$ cat src/rtl/alu_issue_queue_if.sv
// Bundle of dispatch, CDB wakeup and issue signals around the ALU issue queue.
// The master side is rename/dispatch plus the CDB; the slave side is the queue itself.
interface alu_issue_queue_if #(
  parameter int DEPTH  = 8,
  parameter int XLEN   = 32,
  parameter int PTAG_W = 6
);
  localparam int CNT_W = $clog2(DEPTH) + 1;

  logic              flush_i;
  logic              disp_valid_i;
  logic              disp_ready_o;
  logic [2:0]        disp_alu_op_i;
  logic              disp_src1_rdy_i;
  logic [PTAG_W-1:0] disp_src1_tag_i;
  logic [XLEN-1:0]   disp_src1_val_i;
  logic              disp_src2_rdy_i;
  logic [PTAG_W-1:0] disp_src2_tag_i;
  logic [XLEN-1:0]   disp_src2_val_i;
  logic [PTAG_W-1:0] disp_rd_p_i;
  logic [PTAG_W-1:0] disp_rob_tag_i;
  logic              cdb_valid_i;
  logic [PTAG_W-1:0] cdb_tag_i;
  logic [XLEN-1:0]   cdb_data_i;
  logic              issue_valid_o;
  logic [2:0]        issue_alu_op_o;
  logic [XLEN-1:0]   issue_op1_o;
  logic [XLEN-1:0]   issue_op2_o;
  logic [PTAG_W-1:0] issue_rd_p_o;
  logic [PTAG_W-1:0] issue_rob_tag_o;
  logic [CNT_W-1:0]  count_o;

  modport master (
    output flush_i, disp_valid_i, disp_alu_op_i,
           disp_src1_rdy_i, disp_src1_tag_i, disp_src1_val_i,
           disp_src2_rdy_i, disp_src2_tag_i, disp_src2_val_i,
           disp_rd_p_i, disp_rob_tag_i, cdb_valid_i, cdb_tag_i, cdb_data_i,
    input  disp_ready_o, issue_valid_o, issue_alu_op_o, issue_op1_o, issue_op2_o,
           issue_rd_p_o, issue_rob_tag_o, count_o
  );

  modport slave (
    input  flush_i, disp_valid_i, disp_alu_op_i,
           disp_src1_rdy_i, disp_src1_tag_i, disp_src1_val_i,
           disp_src2_rdy_i, disp_src2_tag_i, disp_src2_val_i,
           disp_rd_p_i, disp_rob_tag_i, cdb_valid_i, cdb_tag_i, cdb_data_i,
    output disp_ready_o, issue_valid_o, issue_alu_op_o, issue_op1_o, issue_op2_o,
           issue_rd_p_o, issue_rob_tag_o, count_o
  );
endinterface

$ cat src/rtl/alu_issue_queue.sv
// Reservation station for the single-cycle ALU: captures operands from the CDB and
// issues the oldest fully-ready micro-op each cycle through registered outputs.
module alu_issue_queue #(
  parameter int DEPTH  = 8,
  parameter int XLEN   = 32,
  parameter int PTAG_W = 6
) (
  input logic             clk,
  input logic             rst,
  alu_issue_queue_if.slave bus
);
  localparam int IDX_W = $clog2(DEPTH);
  localparam int CNT_W = IDX_W + 1;

  // age_r[i][j] set means entry i was dispatched before entry j
  logic [DEPTH-1:0]  valid_r;
  logic [DEPTH-1:0]  s1_rdy_r;
  logic [DEPTH-1:0]  s2_rdy_r;
  logic [DEPTH-1:0]  age_r    [DEPTH];
  logic [2:0]        op_r     [DEPTH];
  logic [PTAG_W-1:0] s1_tag_r [DEPTH];
  logic [PTAG_W-1:0] s2_tag_r [DEPTH];
  logic [XLEN-1:0]   s1_val_r [DEPTH];
  logic [XLEN-1:0]   s2_val_r [DEPTH];
  logic [PTAG_W-1:0] rd_r     [DEPTH];
  logic [PTAG_W-1:0] rob_r    [DEPTH];
  logic [CNT_W-1:0]  count_r;

  logic              issue_valid_r;
  logic [2:0]        issue_op_r;
  logic [XLEN-1:0]   issue_op1_r;
  logic [XLEN-1:0]   issue_op2_r;
  logic [PTAG_W-1:0] issue_rd_r;
  logic [PTAG_W-1:0] issue_rob_r;

  logic              disp_ready_s;
  logic              disp_fire_s;
  logic [IDX_W-1:0]  free_idx_s;
  logic [DEPTH-1:0]  rdy_s;
  logic [DEPTH-1:0]  older_rdy_s;
  logic [IDX_W-1:0]  sel_idx_s;
  logic              sel_valid_s;
  logic              d1_rdy_s;
  logic              d2_rdy_s;
  logic [XLEN-1:0]   d1_val_s;
  logic [XLEN-1:0]   d2_val_s;

  assign disp_ready_s = (count_r < CNT_W'(DEPTH));
  assign disp_fire_s  = bus.disp_valid_i & disp_ready_s & ~bus.flush_i;

  // Lowest-numbered free slot receives the next dispatch
  always_comb begin
    free_idx_s = {IDX_W{1'b0}};
    for (int i = DEPTH - 1; i >= 0; i--) begin
      free_idx_s = valid_r[i] ? free_idx_s : IDX_W'(i);
    end
  end

  // Oldest ready entry: the one no other ready entry is older than
  always_comb begin
    rdy_s       = valid_r & s1_rdy_r & s2_rdy_r;
    older_rdy_s = {DEPTH{1'b0}};
    sel_idx_s   = {IDX_W{1'b0}};
    sel_valid_s = |rdy_s;
    for (int i = 0; i < DEPTH; i++) begin
      for (int j = 0; j < DEPTH; j++) begin
        older_rdy_s[i] = older_rdy_s[i] | (rdy_s[j] & age_r[j][i]);
      end
      if (rdy_s[i] && !older_rdy_s[i]) begin
        sel_idx_s = IDX_W'(i);
      end else begin
        sel_idx_s = sel_idx_s;
      end
    end
  end

  // Dispatch-time bypass of an operand being broadcast in the same cycle
  always_comb begin
    d1_rdy_s = bus.disp_src1_rdy_i |
               (bus.cdb_valid_i & (bus.cdb_tag_i == bus.disp_src1_tag_i));
    d2_rdy_s = bus.disp_src2_rdy_i |
               (bus.cdb_valid_i & (bus.cdb_tag_i == bus.disp_src2_tag_i));
    d1_val_s = bus.disp_src1_rdy_i ? bus.disp_src1_val_i : bus.cdb_data_i;
    d2_val_s = bus.disp_src2_rdy_i ? bus.disp_src2_val_i : bus.cdb_data_i;
  end

  // Entry state: wakeup, free on select, allocate on dispatch, age tracking
  always_ff @(posedge clk) begin
    if (rst || bus.flush_i) begin
      valid_r  <= {DEPTH{1'b0}};
      s1_rdy_r <= {DEPTH{1'b0}};
      s2_rdy_r <= {DEPTH{1'b0}};
      count_r  <= {CNT_W{1'b0}};
      for (int i = 0; i < DEPTH; i++) begin
        age_r[i] <= {DEPTH{1'b0}};
      end
    end else begin
      for (int i = 0; i < DEPTH; i++) begin
        if (valid_r[i] && bus.cdb_valid_i) begin
          if (!s1_rdy_r[i] && (s1_tag_r[i] == bus.cdb_tag_i)) begin
            s1_rdy_r[i] <= 1'b1;
            s1_val_r[i] <= bus.cdb_data_i;
          end
          if (!s2_rdy_r[i] && (s2_tag_r[i] == bus.cdb_tag_i)) begin
            s2_rdy_r[i] <= 1'b1;
            s2_val_r[i] <= bus.cdb_data_i;
          end
        end
      end
      if (sel_valid_s) begin
        valid_r[sel_idx_s] <= 1'b0;
      end
      // The free slot never equals the selected one, so both updates can coexist
      if (disp_fire_s) begin
        valid_r[free_idx_s]  <= 1'b1;
        op_r[free_idx_s]     <= bus.disp_alu_op_i;
        s1_rdy_r[free_idx_s] <= d1_rdy_s;
        s1_tag_r[free_idx_s] <= bus.disp_src1_tag_i;
        s1_val_r[free_idx_s] <= d1_val_s;
        s2_rdy_r[free_idx_s] <= d2_rdy_s;
        s2_tag_r[free_idx_s] <= bus.disp_src2_tag_i;
        s2_val_r[free_idx_s] <= d2_val_s;
        rd_r[free_idx_s]     <= bus.disp_rd_p_i;
        rob_r[free_idx_s]    <= bus.disp_rob_tag_i;
        for (int j = 0; j < DEPTH; j++) begin
          age_r[free_idx_s][j] <= 1'b0;
          age_r[j][free_idx_s] <= valid_r[j] && (IDX_W'(j) != free_idx_s);
        end
      end
      count_r <= count_r + CNT_W'(disp_fire_s) - CNT_W'(sel_valid_s);
    end
  end

  // Registered issue port; data holds when nothing is selected
  always_ff @(posedge clk) begin
    if (rst) begin
      issue_valid_r <= 1'b0;
      issue_op_r    <= 3'b000;
      issue_op1_r   <= {XLEN{1'b0}};
      issue_op2_r   <= {XLEN{1'b0}};
      issue_rd_r    <= {PTAG_W{1'b0}};
      issue_rob_r   <= {PTAG_W{1'b0}};
    end else if (bus.flush_i) begin
      issue_valid_r <= 1'b0;
    end else begin
      issue_valid_r <= sel_valid_s;
      if (sel_valid_s) begin
        issue_op_r  <= op_r[sel_idx_s];
        issue_op1_r <= s1_val_r[sel_idx_s];
        issue_op2_r <= s2_val_r[sel_idx_s];
        issue_rd_r  <= rd_r[sel_idx_s];
        issue_rob_r <= rob_r[sel_idx_s];
      end
    end
  end

  assign bus.disp_ready_o    = disp_ready_s;
  assign bus.count_o         = count_r;
  assign bus.issue_valid_o   = issue_valid_r;
  assign bus.issue_alu_op_o  = issue_op_r;
  assign bus.issue_op1_o     = issue_op1_r;
  assign bus.issue_op2_o     = issue_op2_r;
  assign bus.issue_rd_p_o    = issue_rd_r;
  assign bus.issue_rob_tag_o = issue_rob_r;
endmodule
$ cat src/flat_wrapper.sv
// flat-port wrapper written by rule: the top's interface ports become plain ports
module alu_issue_queue_flat 
#(
  parameter int DEPTH  = 8,
  parameter int XLEN   = 32,
  parameter int PTAG_W = 6
)
  (clk, rst, bus_flush_i, bus_disp_valid_i, bus_disp_alu_op_i, bus_disp_src1_rdy_i, bus_disp_src1_tag_i, bus_disp_src1_val_i, bus_disp_src2_rdy_i, bus_disp_src2_tag_i, bus_disp_src2_val_i, bus_disp_rd_p_i, bus_disp_rob_tag_i, bus_cdb_valid_i, bus_cdb_tag_i, bus_cdb_data_i, bus_disp_ready_o, bus_issue_valid_o, bus_issue_alu_op_o, bus_issue_op1_o, bus_issue_op2_o, bus_issue_rd_p_o, bus_issue_rob_tag_o, bus_count_o);
  alu_issue_queue_if #(.DEPTH(DEPTH), .XLEN(XLEN), .PTAG_W(PTAG_W)) bus_i ();
  input logic clk;
  input logic rst;
  input wire logic [$bits(bus_i.flush_i)-1:0] bus_flush_i;
  input wire logic [$bits(bus_i.disp_valid_i)-1:0] bus_disp_valid_i;
  input wire logic [$bits(bus_i.disp_alu_op_i)-1:0] bus_disp_alu_op_i;
  input wire logic [$bits(bus_i.disp_src1_rdy_i)-1:0] bus_disp_src1_rdy_i;
  input wire logic [$bits(bus_i.disp_src1_tag_i)-1:0] bus_disp_src1_tag_i;
  input wire logic [$bits(bus_i.disp_src1_val_i)-1:0] bus_disp_src1_val_i;
  input wire logic [$bits(bus_i.disp_src2_rdy_i)-1:0] bus_disp_src2_rdy_i;
  input wire logic [$bits(bus_i.disp_src2_tag_i)-1:0] bus_disp_src2_tag_i;
  input wire logic [$bits(bus_i.disp_src2_val_i)-1:0] bus_disp_src2_val_i;
  input wire logic [$bits(bus_i.disp_rd_p_i)-1:0] bus_disp_rd_p_i;
  input wire logic [$bits(bus_i.disp_rob_tag_i)-1:0] bus_disp_rob_tag_i;
  input wire logic [$bits(bus_i.cdb_valid_i)-1:0] bus_cdb_valid_i;
  input wire logic [$bits(bus_i.cdb_tag_i)-1:0] bus_cdb_tag_i;
  input wire logic [$bits(bus_i.cdb_data_i)-1:0] bus_cdb_data_i;
  output wire logic [$bits(bus_i.disp_ready_o)-1:0] bus_disp_ready_o;
  output wire logic [$bits(bus_i.issue_valid_o)-1:0] bus_issue_valid_o;
  output wire logic [$bits(bus_i.issue_alu_op_o)-1:0] bus_issue_alu_op_o;
  output wire logic [$bits(bus_i.issue_op1_o)-1:0] bus_issue_op1_o;
  output wire logic [$bits(bus_i.issue_op2_o)-1:0] bus_issue_op2_o;
  output wire logic [$bits(bus_i.issue_rd_p_o)-1:0] bus_issue_rd_p_o;
  output wire logic [$bits(bus_i.issue_rob_tag_o)-1:0] bus_issue_rob_tag_o;
  output wire logic [$bits(bus_i.count_o)-1:0] bus_count_o;
  assign bus_i.flush_i = bus_flush_i;
  assign bus_i.disp_valid_i = bus_disp_valid_i;
  assign bus_i.disp_alu_op_i = bus_disp_alu_op_i;
  assign bus_i.disp_src1_rdy_i = bus_disp_src1_rdy_i;
  assign bus_i.disp_src1_tag_i = bus_disp_src1_tag_i;
  assign bus_i.disp_src1_val_i = bus_disp_src1_val_i;
  assign bus_i.disp_src2_rdy_i = bus_disp_src2_rdy_i;
  assign bus_i.disp_src2_tag_i = bus_disp_src2_tag_i;
  assign bus_i.disp_src2_val_i = bus_disp_src2_val_i;
  assign bus_i.disp_rd_p_i = bus_disp_rd_p_i;
  assign bus_i.disp_rob_tag_i = bus_disp_rob_tag_i;
  assign bus_i.cdb_valid_i = bus_cdb_valid_i;
  assign bus_i.cdb_tag_i = bus_cdb_tag_i;
  assign bus_i.cdb_data_i = bus_cdb_data_i;
  assign bus_disp_ready_o = bus_i.disp_ready_o;
  assign bus_issue_valid_o = bus_i.issue_valid_o;
  assign bus_issue_alu_op_o = bus_i.issue_alu_op_o;
  assign bus_issue_op1_o = bus_i.issue_op1_o;
  assign bus_issue_op2_o = bus_i.issue_op2_o;
  assign bus_issue_rd_p_o = bus_i.issue_rd_p_o;
  assign bus_issue_rob_tag_o = bus_i.issue_rob_tag_o;
  assign bus_count_o = bus_i.count_o;
  alu_issue_queue #(.DEPTH(DEPTH), .XLEN(XLEN), .PTAG_W(PTAG_W)) u_core (.clk(clk), .rst(rst), .bus(bus_i));
endmodule
$ cat config.mk
export PLATFORM = sky130hd
export DESIGN_NAME = alu_issue_queue_flat
export DESIGN_NICKNAME = d
export VERILOG_FILES = /design/src/rtl/alu_issue_queue_if.sv /design/src/rtl/alu_issue_queue.sv /design/src/flat_wrapper.sv
export SDC_FILE = /design/constraint.sdc
export NUM_CORES = 1
export LEC_CHECK = 0
export BUFFER_PORTS_ARGS = -buffer_cell sky130_fd_sc_hd__clkbuf_2
export CORE_MARGIN = 3
export CORE_UTILIZATION = 35
export DETAILED_ROUTE_END_ITERATION = 10
export SLEW_MARGIN = 40
export SYNTH_ARGS = -nofsm -noshare
export SYNTH_HDL_FRONTEND = slang
export SYNTH_SLANG_ARGS = --single-unit
$ cat constraint.sdc
create_clock -name clk -period 5.1 [get_ports clk]
set_clock_uncertainty 0.2 [all_clocks]
set_input_delay 0.51 -clock clk [delete_from_list [all_inputs] [get_ports clk]]
set_output_delay 0.51 -clock clk [all_outputs]
set_load 0.1 [all_outputs]
# Yosys cells after proc, flatten, opt, wreduce, memory -nomap -nowiden
# Memories as Yosys holds them, arrays and structs flattened. A register that Yosys moved wholly into a read port is not among the register bits.
# Index checks and enable logic that the tools add are counted.
[word_totals]
mem_bits_rw = 792
register_bits = 29
wordCells = 817
out_inout_bits = 85
input_bits = 136
mem_count = 8
[op_classes]
order_cmp = 5
n_addsub = 2
n_mux = 266
eq_ne = 33
bitwise = 429
reduce_logical = 69
[memory_table]
columns = ["name", "depth", "width", "rd", "rd_ports_with_merged_regs", "wr", "line_no", "text"]
rows = [
  ["u_core.s1_val_r", 8, 32, 1, 1, 9, "alu_issue_queue.sv:23", "logic [XLEN-1:0] s1_val_r [DEPTH];"],
  ["u_core.s2_val_r", 8, 32, 1, 1, 9, "alu_issue_queue.sv:24", "logic [XLEN-1:0] s2_val_r [DEPTH];"],
  ["u_core.age_r", 8, 8, 8, 0, 9, "alu_issue_queue.sv:19", "logic [DEPTH-1:0] age_r [DEPTH];"],
  ["u_core.rd_r", 8, 6, 1, 1, 1, "alu_issue_queue.sv:25", "logic [PTAG_W-1:0] rd_r [DEPTH];"],
  ["u_core.rob_r", 8, 6, 1, 1, 1, "alu_issue_queue.sv:26", "logic [PTAG_W-1:0] rob_r [DEPTH];"],
  ["u_core.s1_tag_r", 8, 6, 8, 0, 1, "alu_issue_queue.sv:21", "logic [PTAG_W-1:0] s1_tag_r [DEPTH];"],
  ["+2 memories", "--", "--", "--", "--", "--", "--", ""],
]
[ops]
columns = ["op", "count"]
rows = [
  ["1-bit 2-to-1 mux", 240],
  ["1-bit bitwise OR", 171],
  ["1-bit AND", 132],
  ["6-bit == test", 18],
  ["1-bit inverter", 65],
  ["32-bit 2-to-1 mux", 2],
  ["1-bit AND (first input constant)", 56],
  ["8-bit 2-to-1 mux", 6],
  ["1-bit logical AND", 41],
  ["3-bit 2-to-1 mux", 12],
  ["8-bit AND", 3],
  ["3-bit == test (second input constant)", 8],
  ["1-bit zero test", 23],
  ["8-bit bitwise mux", 2],
  ["3-bit inequality test (first input constant)", 4],
  ["3-bit by 4-bit less-than comparator with 1-bit output (second input constant)", 2],
  ["8-bit inverter", 1],
  ["8-bit bitwise OR", 1],
  ["8-bit OR reduction", 1],
  ["1-bit demux with 3-bit select", 2],
  ["3-bit by 1-bit >= comparator with 1-bit output (second input constant)", 2],
  ["2-bit by 3-bit inequality test with 1-bit output (first input constant)", 2],
  ["4-bit by 1-bit adder with 4-bit output", 1],
  ["4-bit less-than comparator (second input constant)", 1],
  ["7 further kinds", 8],
]

# Logic depth before layout (Yosys ltp)
# Gate-level depths: netlist (run 1).
[logic_depth]
ltp_word = 29
depth_mapped = 13
mapped_depth_nobuf = 11

# Worst setup path after synthesis (run 1)
# No wires, ideal clock.
[synth_path]
path_kind = "input port to flip-flop"
startpoint = "input port bus_cdb_tag_i[2]"
endpoint = "memory u_core.s1_val_r[5][0], enable pin"
t_arrival_ps = 4313
path_stages = 6
required_time_ps = 4430
setup_slack_ps = 117
path_cell_list = "clkbuf_1 > clkbuf_1 > xor2_1 > nor4_1 > nand4_1 > o31ai_1"
[synth_lines]
columns = ["item", "line_no", "text"]
rows = [
  ["from (decl)", "flat_wrapper.sv:24", "input wire logic [$bits(bus_i.cdb_tag_i)-1:0] bus_cdb_tag_i;"],
  ["to (decl)", "alu_issue_queue.sv:23", ""],
]

# Worst setup path after layout (run 1)
[layout_path]
startpoint = "register u_core.valid_r[5]"
endpoint = "register u_core.issue_op1_r[8], in the netlist u_core.bus.issue_op1_o[8] (read register of u_core.s1_val_r)"
[layout_between]
elab_chain_len = 15
elab_cells_between_ends = 53
[layout_lines]
columns = ["item", "line_no", "text"]
rows = [
  ["from (decl)", "alu_issue_queue.sv:16", "logic [DEPTH-1:0] valid_r;"],
  ["from (signal assigned)", "alu_issue_queue.sv:90", "valid_r <= {DEPTH{1'b0}};"],
  ["8-bit AND (*) (2 in a row)", "alu_issue_queue.sv:61", "rdy_s = valid_r & s1_rdy_r & s2_rdy_r;"],
  ["1-bit AND", "alu_issue_queue.sv:67", "older_rdy_s[i] = older_rdy_s[i] | (rdy_s[j] & age_r[j][i]);"],
  ["1-bit bitwise OR (3 in a row)", "alu_issue_queue.sv:67", ""],
  ["1-bit zero test", "alu_issue_queue.sv:69", "if (rdy_s[i] && !older_rdy_s[i]) begin"],
  ["1-bit logical AND", "alu_issue_queue.sv:69", ""],
  ["1-bit 2-to-1 mux", "alu_issue_queue.sv:69", ""],
  ["2-bit 2-to-1 mux (2 in a row)", "alu_issue_queue.sv:69", ""],
  ["3-bit 2-to-1 mux (4 in a row)", "alu_issue_queue.sv:69", ""],
  ["to (decl)", "alu_issue_queue.sv:31", "logic [XLEN-1:0] issue_op1_r;"],
]
# Every way passes the cells marked *; elsewhere a longest branch is shown, timed or not.
# A chain may end at the register's enable or synchronous reset.

==> results of run 1 <==
-- synthesized netlist by cell type, drive strengths merged (2+ instances only) --
cell     count  area (sq um)
nor3b        2         26.28
clkbuf     180         676.9
nand4       40         250.2
nor2b        3         18.77
nor3         8         56.31
a32oi        4         35.03
a31oi      167          1045
a22oi       11         82.58
nand2b       6         37.54
a21boi       2         15.01
ha           4         50.05
and2         6         37.54
nor4        20         131.4
inv         35         131.4
a211oi       3         35.03
o31ai       14         105.1
a311oi      79         691.9
and3       247          1550
or4          2         18.77
xnor2       55         481.7
nand2       45         168.9
xor2        56         490.5
o21ai        7         35.03
a22o         5         43.79
nor2       422          1584
edfxtp     728         21860
o2111ai      6         52.55
o32ai        4         35.03
and4b        2         23.77
a211o        4         36.29
or2          5         31.28
a21oi      560          2803
buf        125         696.9
a221oi      79         691.9
mux2i       66         660.6
nand3      167         835.8
dfxtp      164          3283
-- power by group through the flow --
stage | Clock [mW] | Sequential, mW | Combinational, mW
2_1_floorplan | 0 | 8.07 | 0.414
3_3_place_gp | 0 | 8.07 | 0.671
3_5_place_dp | 0 | 8.07 | 0.692
4_1_cts | 6.96 | 7.91 | 0.708
5_1_grt | 7.23 | 7.91 | 0.786
6_report | 6.87 | 7.91 | 0.715
-- worst register-to-register path: cells and delay by family (launching register included) --
family	cells	cell delay, ps
and+or+nand+nor	5	1670
AOI/OAI and AO/OA	3	1130
DFF	1	650
buffers and inverters	1	420
-- layout by cell type, fill, tap and decap left out, types with 56 or more instances in the layout --
| cell type | n |
|---|---|
| sky130_fd_sc_hd__a21oi_1 | 560 |
| sky130_fd_sc_hd__a221oi_1 | 79 |
| sky130_fd_sc_hd__a311oi_1 | 79 |
| sky130_fd_sc_hd__a31oi_1 | 167 |
| sky130_fd_sc_hd__and3_1 | 246 |
| sky130_fd_sc_hd__buf_4 | 58 |
| sky130_fd_sc_hd__clkbuf_16 | 101 |
| sky130_fd_sc_hd__clkbuf_2 | 217 |
| sky130_fd_sc_hd__dfxtp_1 | 164 |
| sky130_fd_sc_hd__edfxtp_1 | 728 |
| sky130_fd_sc_hd__nand3_1 | 167 |
| sky130_fd_sc_hd__nor2_1 | 419 |
| sky130_fd_sc_hd__xor2_1 | 56 |
-- stage by stage --
stage	util, %	hold WS, ps	instances	power (mW)	setup WS, ps
floorplan	-	231.0	3341	8.484	117.0
global placement	37.99	244.5	4811	8.738	962.3
detailed placement	38.13	248.2	4817	8.759	971.2
CTS	41.11	9.038	5010	15.58	972.7
global route	41.16	37.18	5012	15.93	703.6
finish	41.17	27.11	5016	15.50	929.1
-- layout make-up --
cell class	instances	area, sq um
Antenna cell	5	12.51
Clock buffer	138	2746
Clock inverter	36	337.8
Fill cell	10390	64480
Inverter	35	151.4
Multi-Input combinational cell	2109	12610
Sequential cell	892	25140
Tap cell	1476	1847
Timing Repair Buffer	325	2275
-- flip-flops by register name (all words and copies together) (netlist names) --
register                    count
u_core.s1_val_r               256
u_core.rd_r                    48
u_core.s1_tag_r                48
u_core.rob_r                   48
u_core.bus.issue_alu_op_o       3
u_core.valid_r                  8
u_core.bus.issue_op2_o         32
u_core.s2_rdy_r                 8
u_core.s1_rdy_r                 8
u_core.bus.count_o              4
u_core.s2_tag_r                48
u_core.bus.issue_rob_tag_o      6
u_core.op_r                    24
u_core.bus.issue_rd_p_o         6
u_core.bus.issue_valid_o        1
u_core.s2_val_r               256
u_core.age_r                   56
u_core.bus.issue_op1_o         32
-- final timing paths --
check                                                     start                                endpoint  depth (start not counted)
worst max register to register     u_core.valid_r[5]$_SDFF_PN0_  u_core.bus.issue_op1_o[8]$_SDFFE_PP0P_                          9
worst min-delay path                     bus_disp_src2_tag_i[5]         u_core.s2_tag_r[2][5]$_DFFE_PP_                          1
worst max-delay path               u_core.valid_r[5]$_SDFF_PN0_  u_core.bus.issue_op1_o[8]$_SDFFE_PP0P_                          9
worst min register to register  u_core.age_r[6][5]$_SDFFE_PP0P_         u_core.age_r[6][5]$_SDFFE_PP0P_                          2
-- logic make-up (layout without fill, tap and decap cells) --
group	Yosys count	in the layout	synth area share, %
simple gates	979	979	12.34
compound gates	948	948	14.78
flops	892	892	64.64
buf+inv	340	534	3.869
xor+xnor	111	111	2.499
mux	66	66	1.698
fa+ha+maj	5	5	0.1801
other cells	0	5	0
-- per-layer routing --
layer / track usage (%) / vias to the layer above
met1: 28.20 / 14400
met5: 0 / -
met3: 4.382 / 208
li1: - / 12990
met4: 6.971 / 10
met2: 34.66 / 1314
==> results.sh, run 1 <==
export IMPL_dr_total_vias=28920
export IMPL_synth_enable_flop_cells=728
export IMPL_cts_num_sinks=892
export IMPL_wl_met3_mm=11.21
export IMPL_grt_max_degree=106
export IMPL_routabilityCongestion=0.8502
export IMPL_report_final_slew_viol_count=0
export IMPL_final_min_period_over_clock_period_pct=81.78
export IMPL_fp_dieH_um=339.4
export IMPL_unrepaired_setup_endpoints_after_global_routing="false"
export IMPL_power_static_leakage_nw=15.48
export IMPL_internal_cell_power_mw=12.12
export IMPL_worstPathRequired_ps=5450
export IMPL_final_nets=3596
export IMPL_wl_met2_mm=59.66
export IMPL_synth_sequential_area_ratio_pct=64.64
export IMPL_hold_path_class="in -> reg"
export IMPL_synth_seq_cells=892
export IMPL_worst_slew_pin_slew_ps=871.0
export IMPL_postSynthCellCount=3341
export IMPL_layout_min_cycle_time_ps=4171
export IMPL_slew_headroom_pct=41.93
export IMPL_postCtsResizedCells=0
export IMPL_areaGrowthSynthToFinish_pct=16.00
export IMPL_synth_top_flop_cell="sky130_fd_sc_hd__edfxtp_1"
export IMPL_avgViaCountPerCell=5.766
export IMPL_htree_num_levels=3
export IMPL_p_sw_mw=3.383
export IMPL_vias_in_the_first_global_route=28020
export IMPL_dpl_cell_area_sq_mm=0.04179
export IMPL_die_area_sq_mm=0.1152
export IMPL_cts_made_buffers=92
export IMPL_finalSetupTns_ps=0
export IMPL_max_freq_mhz=239.8
export IMPL_critPathTopFamily="simple AND/OR/NAND/NOR gates"
export IMPL_max_cap_viols=0
export IMPL_drt_wirelength_per_cell_um=25.20
export IMPL_cp_slowest_stage_delay_ps=740
export IMPL_dr_max_layer_used="met5"
export IMPL_root_buffer="sky130_fd_sc_hd__clkbuf_16"
export IMPL_grt_ovfl_total=0
export IMPL_grt_pass1_wl_mm=184.7
export IMPL_cts_root_to_sink_buffers=3
export IMPL_worstPathBufferInverterCount=1
export IMPL_netlist_area_sq_mm=0.03890
export IMPL_worst_setup_path_start_kind="flip-flop"
export IMPL_sequential_fraction_of_design_power_pct=51.0
export IMPL_timing_critical_path_to_type="flip-flop"
export IMPL_die_x_um=339.4
export IMPL_synth_net_count=3482
export IMPL_cts_reportedPaths_clkPinSlew_ps=60
export IMPL_insertion_delay_ps=670
export IMPL_rows=121
export IMPL_power_density_mw_per_mm2=343.5
export IMPL_ios=221
export IMPL_antenna_violations_before_repair=9
export IMPL_layout_drive_gt1_share_pct=14.40
export IMPL_drt_first_pass_iters=8
export IMPL_placeableCoreArea_sq_mm=0.1096
export IMPL_grtUsageTotal_pct=21.22
export IMPL_synthesis_area_per_instance_sq_um=11.64
export IMPL_timing_worst_setup_path_type="reg -> reg"
export IMPL_post_cts_setup_driven_buffer_insertion_count=0
export IMPL_layout_cell_area_non_filler_sq_mm=0.04513
export IMPL_max_vdd_ir_drop_v=0.0002581
export IMPL_drc=0
export IMPL_worst_path_most_repeated_cell="sky130_fd_sc_hd__and3_1"
export IMPL_r2r_slack_ps=930
export IMPL_timing_critical_path_fanout_max=58
export IMPL_initialDrtViolationCount=3003
export IMPL_crit_path_cell_trace="and3_1 -> a211oi_1 -> and4b_4 -> nor3_1 -> a211o_4 -> buf_4 -> nand3_1 -> and3_1 -> a311oi_1"
export IMPL_wl_met1_mm=51.74
export IMPL_synth_cell_type_count=60
export IMPL_synth_yosys_warnings=0
export IMPL_setup_viol_count_final=0
export IMPL_power_switching_share_pct=21.82
export IMPL_routed_wl_mm=126.4
export IMPL_critical_path_slowest_cell="sky130_fd_sc_hd__a211o_4"
export IMPL_cp_arrival_ps=4530
export IMPL_floorplan_initialDensity_pct=35.49
export IMPL_drtAntennaViolNets=0
export IMPL_timing_final_hold_violations=0
export IMPL_outcome="finished clean"
export IMPL_power_clock_fraction_pct=44.3
export IMPL_place_port_buffers=220
export IMPL_hpwlAfterDp_mm=74.72
export IMPL_cts_tree="yes"
export IMPL_holdBufCountCts=19
export IMPL_share_comb_of_total_power_pct=4.6
export IMPL_async_flop_share_pct=0
No activity file was read; power rests on OpenSTA's default activity.
==> inputs of run 2 (changes only) <==
Clock period 5.1 ns to 3.95 ns, I/O delays scaled along.
==> results.sh, run 2 (synthesis results as in run 1) <==
export IMPL_outcome="finished clean"
export IMPL_final_fill_count=10330
export IMPL_cp_slowest_stage_delay_ps=700
export IMPL_global_route_peak_usage_layer="met2"
export IMPL_power_switching_share_pct=21.70
export IMPL_dp_slack_ps=351.4
export IMPL_die_area_sq_mm=0.1152
export IMPL_routed_wl_mm=123.9
export IMPL_max_freq_mhz=272.0
export IMPL_cts_tree="yes"
export IMPL_areaGrowthSynthToFinish_pct=17.68
export IMPL_root_buffer="sky130_fd_sc_hd__clkbuf_16"
export IMPL_use_met1_pct=28.98
export IMPL_reg_top3="u_core.s1_val_r: 256 flops, u_core.s2_val_r: 256 flops, u_core.age_r: 56 flops"
export IMPL_layout_common_cells="728 x sky130_fd_sc_hd__edfxtp_1, 560 x sky130_fd_sc_hd__a21oi_1, 418 x sky130_fd_sc_hd__nor2_1, 246 x sky130_fd_sc_hd__and3_1, 217 x sky130_fd_sc_hd__clkbuf_2"
export IMPL_share_comb_of_total_power_pct=4.7
export IMPL_dr_total_vias=28880
export IMPL_cts_made_buffers=92
export IMPL_power_static_leakage_nw=15.74
export IMPL_post_route_worst_setup_slack_ps=272.9
export IMPL_place_port_buffers=220
export IMPL_avgViaCountPerCell=5.720
export IMPL_sequential_fraction_of_design_power_pct=51.2
export IMPL_max_cap_viols=0
export IMPL_fin_total_pwr_mw=19.97
export IMPL_crit_path_cell_trace="and3_1 -> a211o_1 -> nor3_1 -> or4_4 -> a211oi_4 -> buf_12 -> nand3_1 -> and3_1 -> a311oi_1"
export IMPL_timing_final_hold_violations=0
export IMPL_timing_worst_setup_path_type="reg -> reg"
export IMPL_fin_worst_hold_slack_ps=39.68
export IMPL_mostFrequentLayoutCell="sky130_fd_sc_hd__edfxtp_1"
export IMPL_worstPathRequired_ps=4300
export IMPL_drt_first_pass_iters=6
export IMPL_grt_ovfl_total=0
export IMPL_cts_num_sinks=892
export IMPL_timing_critical_path_to_type="flip-flop"
export IMPL_dpl_cell_area_sq_mm=0.04244
export IMPL_layout_min_cycle_time_ps=3677
export IMPL_initialDrtViolationCount=3144
export IMPL_slew_headroom_pct=44.42
export IMPL_drt_wirelength_per_cell_um=24.55
export IMPL_drc=0
export IMPL_post_cts_setup_driven_buffer_insertion_count=0
export IMPL_timing_critical_path_fanout_max=92
export IMPL_grt_pass1_wl_mm=182.0
export IMPL_placeableCoreArea_sq_mm=0.1096
export IMPL_antenna_violations_before_repair=2
export IMPL_max_vdd_ir_drop_v=0.0003176
export IMPL_routabilityCongestion=0.8411
export IMPL_setup_viol_count_final=0
export IMPL_final_nets=3635
export IMPL_hpwlAfterDp_mm=75.37
export IMPL_die_x_um=339.4
export IMPL_floorplan_initialDensity_pct=35.49
export IMPL_critPathTopFamily="simple AND/OR/NAND/NOR gates"
export IMPL_ios=221
export IMPL_grtUsageTotal_pct=20.85
export IMPL_final_cells=5049
export IMPL_insertion_delay_ps=670
export IMPL_p_sw_mw=4.332
export IMPL_layout_cell_area_non_filler_sq_mm=0.04578
export IMPL_cts_reportedPaths_clkPinSlew_ps=60
export IMPL_grt_max_degree=106
export IMPL_unrepaired_setup_endpoints_after_global_routing="false"
export IMPL_htree_num_levels=3
export IMPL_placed_cells=4849
export IMPL_internal_cell_power_mw=15.64
export IMPL_vias_in_the_first_global_route=27640
export IMPL_hold_path_class="in -> reg"
export IMPL_met3_use_gr_pct=4.388
export IMPL_rows=121
export IMPL_report_final_slew_viol_count=0
export IMPL_worst_slew_pin_slew_ps=810.6
export IMPL_power_density_mw_per_mm2=436.2
export IMPL_worst_setup_path_start_kind="flip-flop"
export IMPL_critical_path_slowest_cell="sky130_fd_sc_hd__dfxtp_1"
export IMPL_fp_dieH_um=339.4
export IMPL_worstPathBufferInverterCount=1
export IMPL_cp_arrival_ps=4020
export IMPL_drtAntennaViolNets=0
export IMPL_final_min_period_over_clock_period_pct=93.09
export IMPL_cts_root_to_sink_buffers=3
export IMPL_grtUsageMet2_pct=32.71
export IMPL_finalSetupTns_ps=0
export IMPL_power_clock_fraction_pct=44.1
export IMPL_layout_drive_gt1_share_pct=14.98
export IMPL_fin_util_pct=41.77
export IMPL_worst_path_most_repeated_cell="sky130_fd_sc_hd__and3_1"
==> run 2: layout make-up <==
type / instances / area [sq um] / share of cell area, %
Multi-Input combinational cell: 2109 / 12600 / 27.53
Clock buffer: 141 / 2670 / 5.833
Inverter: 35 / 148.9 / 0.3252
Timing Repair Buffer: 364 / 2989 / 6.529
Antenna cell: 1 / 2.502 / 0.005466
Clock inverter: 31 / 374.1 / 0.8172
Sequential cell: 892 / 25140 / 54.93
Tap cell: 1476 / 1847 / 4.034
==> run 2: worst min-delay path: stages <==
cell                       delay (ps)
sky130_fd_sc_hd__clkbuf_2          80
sky130_fd_sc_hd__mux2i_2          140
sky130_fd_sc_hd__a21oi_1          160
==> run 2: timing repair <==
item                                    in CTS  in global routing
gates resized for setup                      0                  0
hold buffers                                27                  0
endpoints found under the setup margin       0                  0
endpoints found under the hold margin      216                  0
==> run 2: path summary, 6_finish.rpt <==
path	from	end	slack, ps	cells past startpoint
min	bus_disp_src1_val_i[18]	u_core.s1_val_r[1][18]$_DFFE_PP_	40	3
min reg2reg	u_core.age_r[6][5]$_SDFFE_PP0P_	u_core.age_r[6][5]$_SDFFE_PP0P_	260	2
max	u_core.valid_r[4]$_SDFF_PN0_	u_core.bus.issue_rob_tag_o[2]$_SDFFE_PP0P_	270	9
max reg2reg	u_core.valid_r[4]$_SDFF_PN0_	u_core.bus.issue_rob_tag_o[2]$_SDFFE_PP0P_	270	9
==> run 2: power by group through the flow <==
stage,clock [mW],combinational (mW),sequential [mW]
finish,8.81,0.945,10.2
global route,9.27,1.04,10.2
CTS,8.94,0.940,10.2
detailed placement,0,0.914,10.4
global placement,0,0.890,10.4
floorplan,0,0.537,10.4
==> run 2: metal layers <==
metal,part of all wire [%],vias up
met4,2.6,0
li1,-,13080
met3,9.9,168
met5,0,-
met2,46,1360
met1,42,14280
